[src/rtl/otter_uart_tx.sv]
`timescale 1ns/1ps
`default_nettype none
// +--------------------------------------------------------------------------+
// | otter_uart_tx: buffered 8N1/8E1 UART transmitter with valid/ready input   |
// | Revision 1.0                                                              |
// +--------------------------------------------------------------------------+
module otter_uart_tx #(
    parameter int CLK_FREQ   = 50_000_000,
    parameter int BAUD       = 115_200,
    parameter int FIFO_DEPTH = 4,
    parameter int PARITY_EN  = 0
) (
    input  logic                          clk_i,
    input  logic                          rst_n_i,
    input  logic [7:0]                    data_i,
    input  logic                          valid_i,
    output logic                          ready_o,
    output logic                          tx_o,
    output logic                          busy_o,
    output logic [$clog2(FIFO_DEPTH):0]   count_o
);

    localparam int DIV = (CLK_FREQ + BAUD / 2) / BAUD;
    localparam int AW  = $clog2(FIFO_DEPTH);
    localparam int CW  = AW + 1;
    localparam int BW  = (DIV < 2) ? 1 : $clog2(DIV);

    if (DIV < 2) begin : g_div_check
        $error("otter_uart_tx: clocks per bit (DIV) must be at least 2");
    end

    if ((FIFO_DEPTH < 2) || ((FIFO_DEPTH & (FIFO_DEPTH - 1)) != 0)) begin : g_depth_check
        $error("otter_uart_tx: FIFO_DEPTH must be a power of 2 and >= 2");
    end

    typedef enum logic [2:0] {
        S_IDLE   = 3'd0,
        S_START  = 3'd1,
        S_DATA   = 3'd2,
        S_PARITY = 3'd3,
        S_STOP   = 3'd4
    } state_t;

    state_t          state_q, state_d;
    logic [BW-1:0]   baud_q, baud_d;
    logic [2:0]      bit_q, bit_d;
    logic [7:0]      shift_q, shift_d;
    logic            par_q, par_d;
    logic            tx_q, tx_d;

    logic [7:0]      mem_q [FIFO_DEPTH];
    logic [AW-1:0]   wr_ptr_q, rd_ptr_q;
    logic [CW-1:0]   count_q, count_d;
    logic            ready_q;

    logic            w_push;
    logic            w_pop;
    logic            w_nonempty;
    logic            w_bit_end;
    logic [7:0]      w_head;

    // READY is a registered copy of "not full", so a full FIFO refuses a push
    // even when the FSM pops on the same edge.
    assign w_push     = valid_i && ready_q;
    assign w_nonempty = (count_q != '0);
    assign w_head     = mem_q[rd_ptr_q];
    assign w_bit_end  = (baud_q == BW'(DIV - 1));

    always_ff @(posedge clk_i) begin
        if (w_push) begin
            mem_q[wr_ptr_q] <= data_i;
        end
    end

    always_comb begin
        count_d = count_q;
        case ({w_push, w_pop})
            2'b10:   count_d = count_q + 1'b1;
            2'b01:   count_d = count_q - 1'b1;
            default: count_d = count_q;
        endcase
    end

    always_ff @(posedge clk_i or negedge rst_n_i) begin
        if (!rst_n_i) begin
            wr_ptr_q <= '0;
            rd_ptr_q <= '0;
            count_q  <= '0;
            ready_q  <= 1'b1;
        end else begin
            if (w_push) begin
                wr_ptr_q <= wr_ptr_q + 1'b1;
            end
            if (w_pop) begin
                rd_ptr_q <= rd_ptr_q + 1'b1;
            end
            count_q <= count_d;
            ready_q <= (count_d != CW'(FIFO_DEPTH));
        end
    end

    always_ff @(posedge clk_i or negedge rst_n_i) begin
        if (!rst_n_i) begin
            state_q <= S_IDLE;
            baud_q  <= '0;
            bit_q   <= '0;
            shift_q <= '0;
            par_q   <= 1'b0;
            tx_q    <= 1'b1;
        end else begin
            state_q <= state_d;
            baud_q  <= baud_d;
            bit_q   <= bit_d;
            shift_q <= shift_d;
            par_q   <= par_d;
            tx_q    <= tx_d;
        end
    end

    // tx_d is the line level for the state being entered, keeping TX registered.
    always_comb begin
        state_d = state_q;
        baud_d  = baud_q;
        bit_d   = bit_q;
        shift_d = shift_q;
        par_d   = par_q;
        tx_d    = tx_q;
        w_pop   = 1'b0;

        case (state_q)
            S_IDLE: begin
                tx_d = 1'b1;
                if (w_nonempty) begin
                    w_pop   = 1'b1;
                    shift_d = w_head;
                    par_d   = ^w_head;
                    baud_d  = '0;
                    state_d = S_START;
                    tx_d    = 1'b0;
                end
            end
            S_START: begin
                if (w_bit_end) begin
                    baud_d  = '0;
                    bit_d   = '0;
                    state_d = S_DATA;
                    tx_d    = shift_q[0];
                end else begin
                    baud_d = baud_q + 1'b1;
                end
            end
            S_DATA: begin
                if (w_bit_end) begin
                    baud_d = '0;
                    if (bit_q == 3'd7) begin
                        state_d = (PARITY_EN != 0) ? S_PARITY : S_STOP;
                        tx_d    = (PARITY_EN != 0) ? par_q : 1'b1;
                    end else begin
                        bit_d   = bit_q + 1'b1;
                        shift_d = {1'b0, shift_q[7:1]};
                        tx_d    = shift_q[1];
                    end
                end else begin
                    baud_d = baud_q + 1'b1;
                end
            end
            S_PARITY: begin
                if (w_bit_end) begin
                    baud_d  = '0;
                    state_d = S_STOP;
                    tx_d    = 1'b1;
                end else begin
                    baud_d = baud_q + 1'b1;
                end
            end
            S_STOP: begin
                if (w_bit_end) begin
                    baud_d = '0;
                    // Chain straight into the next start bit when more data waits.
                    if (w_nonempty) begin
                        w_pop   = 1'b1;
                        shift_d = w_head;
                        par_d   = ^w_head;
                        state_d = S_START;
                        tx_d    = 1'b0;
                    end else begin
                        state_d = S_IDLE;
                        tx_d    = 1'b1;
                    end
                end else begin
                    baud_d = baud_q + 1'b1;
                end
            end
            default: begin
                state_d = S_IDLE;
                baud_d  = '0;
                tx_d    = 1'b1;
            end
        endcase
    end

    assign ready_o = ready_q;
    assign tx_o    = tx_q;
    assign busy_o  = (state_q != S_IDLE) || w_nonempty;
    assign count_o = count_q;

endmodule
`default_nettype wire

[config.mk]
export PLATFORM = sky130hd
export DESIGN_NAME = otter_uart_tx
export DESIGN_NICKNAME = d
export VERILOG_FILES = /design/src/rtl/otter_uart_tx.sv
export SDC_FILE = /design/constraint.sdc
export NUM_CORES = 1
export LEC_CHECK = 0
export ABC_AREA = 1
export ABC_CLOCK_PERIOD_IN_PS = 3000
export CAP_MARGIN = 20
export CORE_AREA = 2 2 82 84
export CTS_CLUSTER_DIAMETER = 30
export CTS_CLUSTER_SIZE = 20
export DETAILED_ROUTE_END_ITERATION = 8
export DIE_AREA = 0 0 84 86
export PLACE_DENSITY = 0.67
export SETUP_SLACK_MARGIN = 0.15
export SLEW_MARGIN = 40
export SYNTH_ARGS = -nofsm -noshare
export SYNTH_HDL_FRONTEND = slang
export SYNTH_SLANG_ARGS = --single-unit
[constraint.sdc]
create_clock -name clk_i -period 3 [get_ports clk_i]
set_input_delay 0.6 -clock clk_i [delete_from_list [all_inputs] [get_ports clk_i]]
set_output_delay 0.6 -clock clk_i [all_outputs]
set_load 0.05 [all_outputs]
# Yosys cells after proc, flatten, opt, wreduce, memory -nomap -nowiden

Memories as Yosys holds them, arrays and structs flattened.
Index checks and enable logic that the tools add are counted.

$add $sub $neg: 6
Eq/ne operators: 16
Multiplexer cells: 33
Reductions and logical operators: 12

Operators with widths:

| cell                | count |
|---|---|
| $mux 8              | 4 |
| $mux 3              | 9 |
| $pmux 8 s3          | 1 |
| $mux 9              | 2 |
| $pmux 9 s2          | 1 |
| $pmux 3 s5          | 1 |
| $ne 2x2->1 const B  | 7 |
| $pmux 3 s2          | 2 |
| $reduce_and 4->1    | 3 |
| $mux 1              | 11 |
| $add 9x1->9 const B | 1 |
| $eq 9x9->1 const B  | 1 |
| $reduce_bool 3->1   | 3 |
| $add 3x1->3 const B | 2 |
| $eq 3x2->1 const B  | 2 |
| $eq 3x3->1 const B  | 2 |
| $reduce_and 6->1    | 1 |
| $pmux 1 s5          | 1 |
| $add 2x1->2 const B | 2 |
| $reduce_or 4->1     | 1 |
| $eq 3x1->1 const B  | 1 |
| $logic_not 3->1     | 1 |
| $ne 3x3->1 const B  | 1 |
| $sub 3x1->3 const B | 1 |
| other kinds (6)     | 6 |

Register bits: 32
Memory bits (writable): 32
Logic and storage cells: 77
Memories: 1

Memory list:

| name  | words | width | rd ports | clocked after memory_dff | write ports | line | source |
|---|---|---|---|---|---|---|---|
| mem_q | 4     | 8     | 1        | 0                        | 1           | 51   | `logic [7:0] mem_q [FIFO_DEPTH];` |

# Depth between registers and ports, before layout

Depth in word-level cells: 7
Mapped depth: 17
Gate-level depth less buffers: 17

# Worst setup path before layout

Ideal clock, no wire load.

Kind: flip-flop to flip-flop
From: register count_q[0], in the netlist count_o[0]
To: register ready_q, in the netlist ready_o
Arrival: 2,352 ps
Data required time: 2,918 ps
Setup slack: 566 ps
Stages on the path, launching flop included: 14
Path through: dfrtp_1 > inv_1 > nand3_1 > nand2_1 > inv_1 > nand2_1 > inv_1 > ha_1 > inv_1 > fa_1 > a21oi_1 > o21ai_0 > xor2_1 > nand2_1

Cells in the longest elaborated chain, start to end: 7

RTL lines:

| item                                     | line     | source |
|---|---|---|
| start, declared                          | 53       | `logic [CW-1:0] count_q, count_d;` |
| start signal, assigned                   | 97       | `count_q <= count_d;` |
| $reduce_bool 3->1 (*)                    | 65       | `assign w_nonempty = (count_q != '0);` |
| $mux 1 (*)                               | 133, 180 |  |
| $mux 1                                   | 177      | `if (w_bit_end) begin` |
| $pmux 1 s2 (*)                           | 130      | `case (state_q)` |
| net w_pop                                | 57       | `logic w_pop;` |
| $eq 2x1->1 or $eq 2x2->1 (tied branches) | 77       | `case ({w_push, w_pop})` |
| $pmux 3 s2 (*)                           | 77       |  |
| net count_d[2]                           | 53       |  |
| $ne 3x3->1 (*)                           | 98       | `ready_q <= (count_d != CW'(FIFO_DEPTH));` |
| end signal, assigned                     | 98       |  |
| end, declared                            | 54       | `logic ready_q;` |

The timed path passes the listed nets; every way through them passes the cells marked *.
A chain may end at the register's enable or synchronous reset.

# Worst setup path in the final report

From: register state_q[0]
To: output port busy_o

Cells in the longest elaborated chain, start to end: 2

RTL lines:

| item                   | line | source |
|---|---|---|
| start, declared        | 44   | `state_t state_q, state_d;` |
| start signal, assigned | 111  | `state_q <= state_d;` |
| $reduce_bool 3->1      | 204  | `assign busy_o = (state_q != S_IDLE) \|\| w_nonempty;` |
| $logic_or 1x1->1       | 204  |  |
| end, declared          | 19   | `output logic busy_o,` |

No other way between the ends.

==> metrics.md <==
| Metric | Value |
|---|---|
| Run status | finished clean |
| Worst EP arrival | around 2.1 ns |
| Met2 wire len | 2.626 mm |
| Resize count post-CTS | 0 |
| Critical-path top delay cell | clkdlybuf4s50_1 |
| Syn-to-layout area delta | 14.75% |
| Wl on met1 | roughly 2.7 mm |
| Slowest stage delay, CP | between 0.7 and 0.8 ns |
| Worst-path clk slew | around 0.070 ns |
| Root buffer cell | clkbuf_8 |
| Iteration-0 DRC Markers | 94 |
| Clk_lat worst skew | around 0.34 ns |
| Tmin final | around 2.7 ns |
| # nets final | between 300 and 400 |
| Gp weighted congestion | around 0.82 |
| Hold Path Origin | shift_q[1]$_DFFE_PN0P_ |
| Met3 wire length | just under 200 um |
| Routed Antenna Nets | 0 |
| Via/cell ratio | roughly 5.0 |
| Core area | approximately 6300 um^2 |
| First-pass GRT wire length | 9.860 mm |
| Hold Path Cell Cnt | 2 |
| Post-DP HPWL | about 3.9 mm |
| Relative slew margins | 0.6037 |
| Cell Area, Synth | ~3100 um^2 |
| RSZ-0062 raised after global routing | no |
| Final Hold Vio Count | 0 |
| CTS tree | done |
| Worst path cell trace | nor2_2 -> nand2_1 -> nor2_4 -> inv_2 -> clkdlybuf4s50_1 |
| # IOs | 17 |
| Crit path kind | reg2out |
| Tcrit/Tclk final | 0.9077 |
| Post-CTS setup buffer count | 0 |
| Largest net degree at the start of global routing | 33 |
| Setup violators final | 0 |
| DRC Markers | 0 |
| Drt pass-1 iters | 4 |
| Proportion of layout cells with a drive suffix above 1 | 0.1157 |
| Initial antenna violation count | 0 |
| Final cell count without fillers | 440 |
| Worst Hold Class | reg2reg |
| Cell Rows | 29 |
| Pwr/cell area | approximately 620 nW/um^2 |
| Maximum clock path buffer count | 2 |
| Initial Utilization | 0.4917 |
| Fin Clk Skew | ~0.0096 ns |
| Routed WL | around 5.6 mm |
| Slew Limit Fails | 0 |
| Total GRT Usage | 0.1779 |
| Via count | 2200 |
| Post-synthesis sequential area ratio | 0.5715 |
| Startpoint types | register |
| R2R cell count | 17 |
| Die width | about 84 um |
| Leakage Power | 1.600 nW |
| RR Endpoint | ready_o$_DFF_PN1_ |
| Mapped Cells | 330 |
| Worst VDD drop | approximately 470 uV |
| Netlist cell types | 29 |
| Seq cells post-synth | 64 |
| Number of diodes | 0 |
| WP data required | 2.40 ns |
| RR Startpoint | baud_q[1]$_DFFE_PN0N_ |
| Most frequent cells in the layout | 108 x nand2_1, 45 x nand3_1, 32 x edfxtp_1 |
| CTS sink count | 64 |
| Most common cell after layout, fill and taps aside | nand2_1 |
| FMAX | ~370 MHz |
| I/O Buffers | 16 |
| Die area | around 7200 um^2 |
| CTS Hold Bufs | 0 |
| CTS Buf Count | 9 |
| Die Height | ~86 um |
| Placed cells | between 400 and 500 |
| Htree depth | 3 |
| Area leader, netlist | edfxtp_1 |
| Vias in the first global route | 2176 |
| Worst-Margin Slew | 0.5944 ns |
| GR Overflow Total | 0 |
| Mapped Nets | roughly 350 |
| Synth warn | 0 |
| Synth area leaders | edfxtp_1 31%, dfrtp_1 24%, nand2_1 13% |
| Crit path max fanout | 7 |
| Number of max-cap violations | 0 |
| Crit. End Element | output pin |
| Fin Setup TNS | 0 ns |
| Syn Area/Cell | a little over 9 um^2 |
| Wirelength per Cell | 12.82 um |
| Reg2Reg Setup Slack | about 0.47 ns |
| Worst Hold Path EP | shift_q[1]$_DFFE_PN0P_ |
| Top Metal Used | met4 |
| Synth top area share | 0.3113 |
-- per-stage QoR --
step           hold WS (ns)  cell area [um^2]  worst slack [ns]    util  power [W]
2_1_floorplan        0.3044              3087            0.5660       -   0.001378
3_5_place_dp         0.4588              3362            0.4742  0.5356   0.001538
5_1_grt              0.4909              3542            0.1536  0.5643   0.002340
3_3_place_gp         0.4547              3362            0.5772  0.5356   0.001527
6_report             0.4694              3542            0.2769  0.5643   0.002211
4_1_cts              0.4739              3542            0.2707  0.5643   0.002238
-- synth_stat cells --
cell type / n
o21ai_2: 1
nand3_4: 1
a21oi_1: 6
and3_1: 1
nor2_4: 4
nand3_1: 45
nand4_1: 3
nor3_1: 1
o21ai_0: 7
nand2_4: 3
nand2_8: 1
nor2_1: 24
nand2_1: 108
dfrtp_1: 30
inv_2: 5
dfstp_2: 2
clkbuf_1: 1
xnor2_1: 1
inv_1: 29
o22ai_1: 1
fa_1: 1
a21oi_4: 1
o21a_1: 1
edfxtp_1: 32
buf_2: 3
nor2_2: 1
xor2_1: 3
ha_1: 9
nand2_2: 5
-- worst max path at each step --
stage | end | depth (start not counted) | slack (ns) | start
floorplan | ready_o$_DFF_PN1_ | 13 | 0.57 | count_o[0]$_DFF_PN0_
global placement | ready_o$_DFF_PN1_ | 17 | 0.58 | baud_q[1]$_DFFE_PN0N_
detailed placement | ready_o$_DFF_PN1_ | 17 | 0.47 | baud_q[1]$_DFFE_PN0N_
CTS | busy_o | 5 | 0.27 | state_q[0]$_DFFE_PN0P_
global route | ready_o$_DFF_PN1_ | 17 | 0.15 | baud_q[1]$_DFFE_PN0N_
finish | busy_o | 5 | 0.28 | state_q[0]$_DFFE_PN0P_
-- layout make-up --
type	instances	area [um^2]
fill	559	2735
sequential	64	1764
multi-input combinational	228	1176
timing repair buffer	21	197.7
clock buffer	12	135.1
inverter	34	127.6
tap	77	96.34
clock inverter	4	45.04
-- flip-flops by register name, indices dropped and copies added (netlist names) --
name / flops
wr_ptr_q: 2
count_o: 3
tx_o: 1
state_q: 3
shift_q: 8
mem_q: 32
ready_o: 1
baud_q: 9
rd_ptr_q: 2
bit_q: 3
-- cell families after synthesis --
family / after synthesis / synth area share
buffers and inverters: 38 / 0.04742
XOR/XNOR: 4 / 0.01135
AND/OR/NAND/NOR: 197 / 0.2931
AO/OA/AOI/OAI: 17 / 0.03365
adder cells (fa/ha/maj): 10 / 0.04297
flip-flops: 64 / 0.5715
-- critical path: cells and delay by family, from the launching register on --
family | cells | cell delay, ns
buf+inv | 2 | 0.82
simple gates | 3 | 0.52
flops | 1 | 0.45
-- power breakdown --
group          internal, W  total (W)  switching (W)
clock network     0.000381   0.000699       0.000318
logic             0.000143   0.000417       0.000274
registers          0.00105    0.00110      0.0000434
-- routing by layer --
layer / GRT usage / vias up
li1: - / 1132
met1: 0.2309 / 1027
met2: 0.2807 / 32
met3: 0.03465 / 9
met4: 0.1026 / 0
met5: 0 / -
Note: power is estimated with default switching activity, not from simulation.
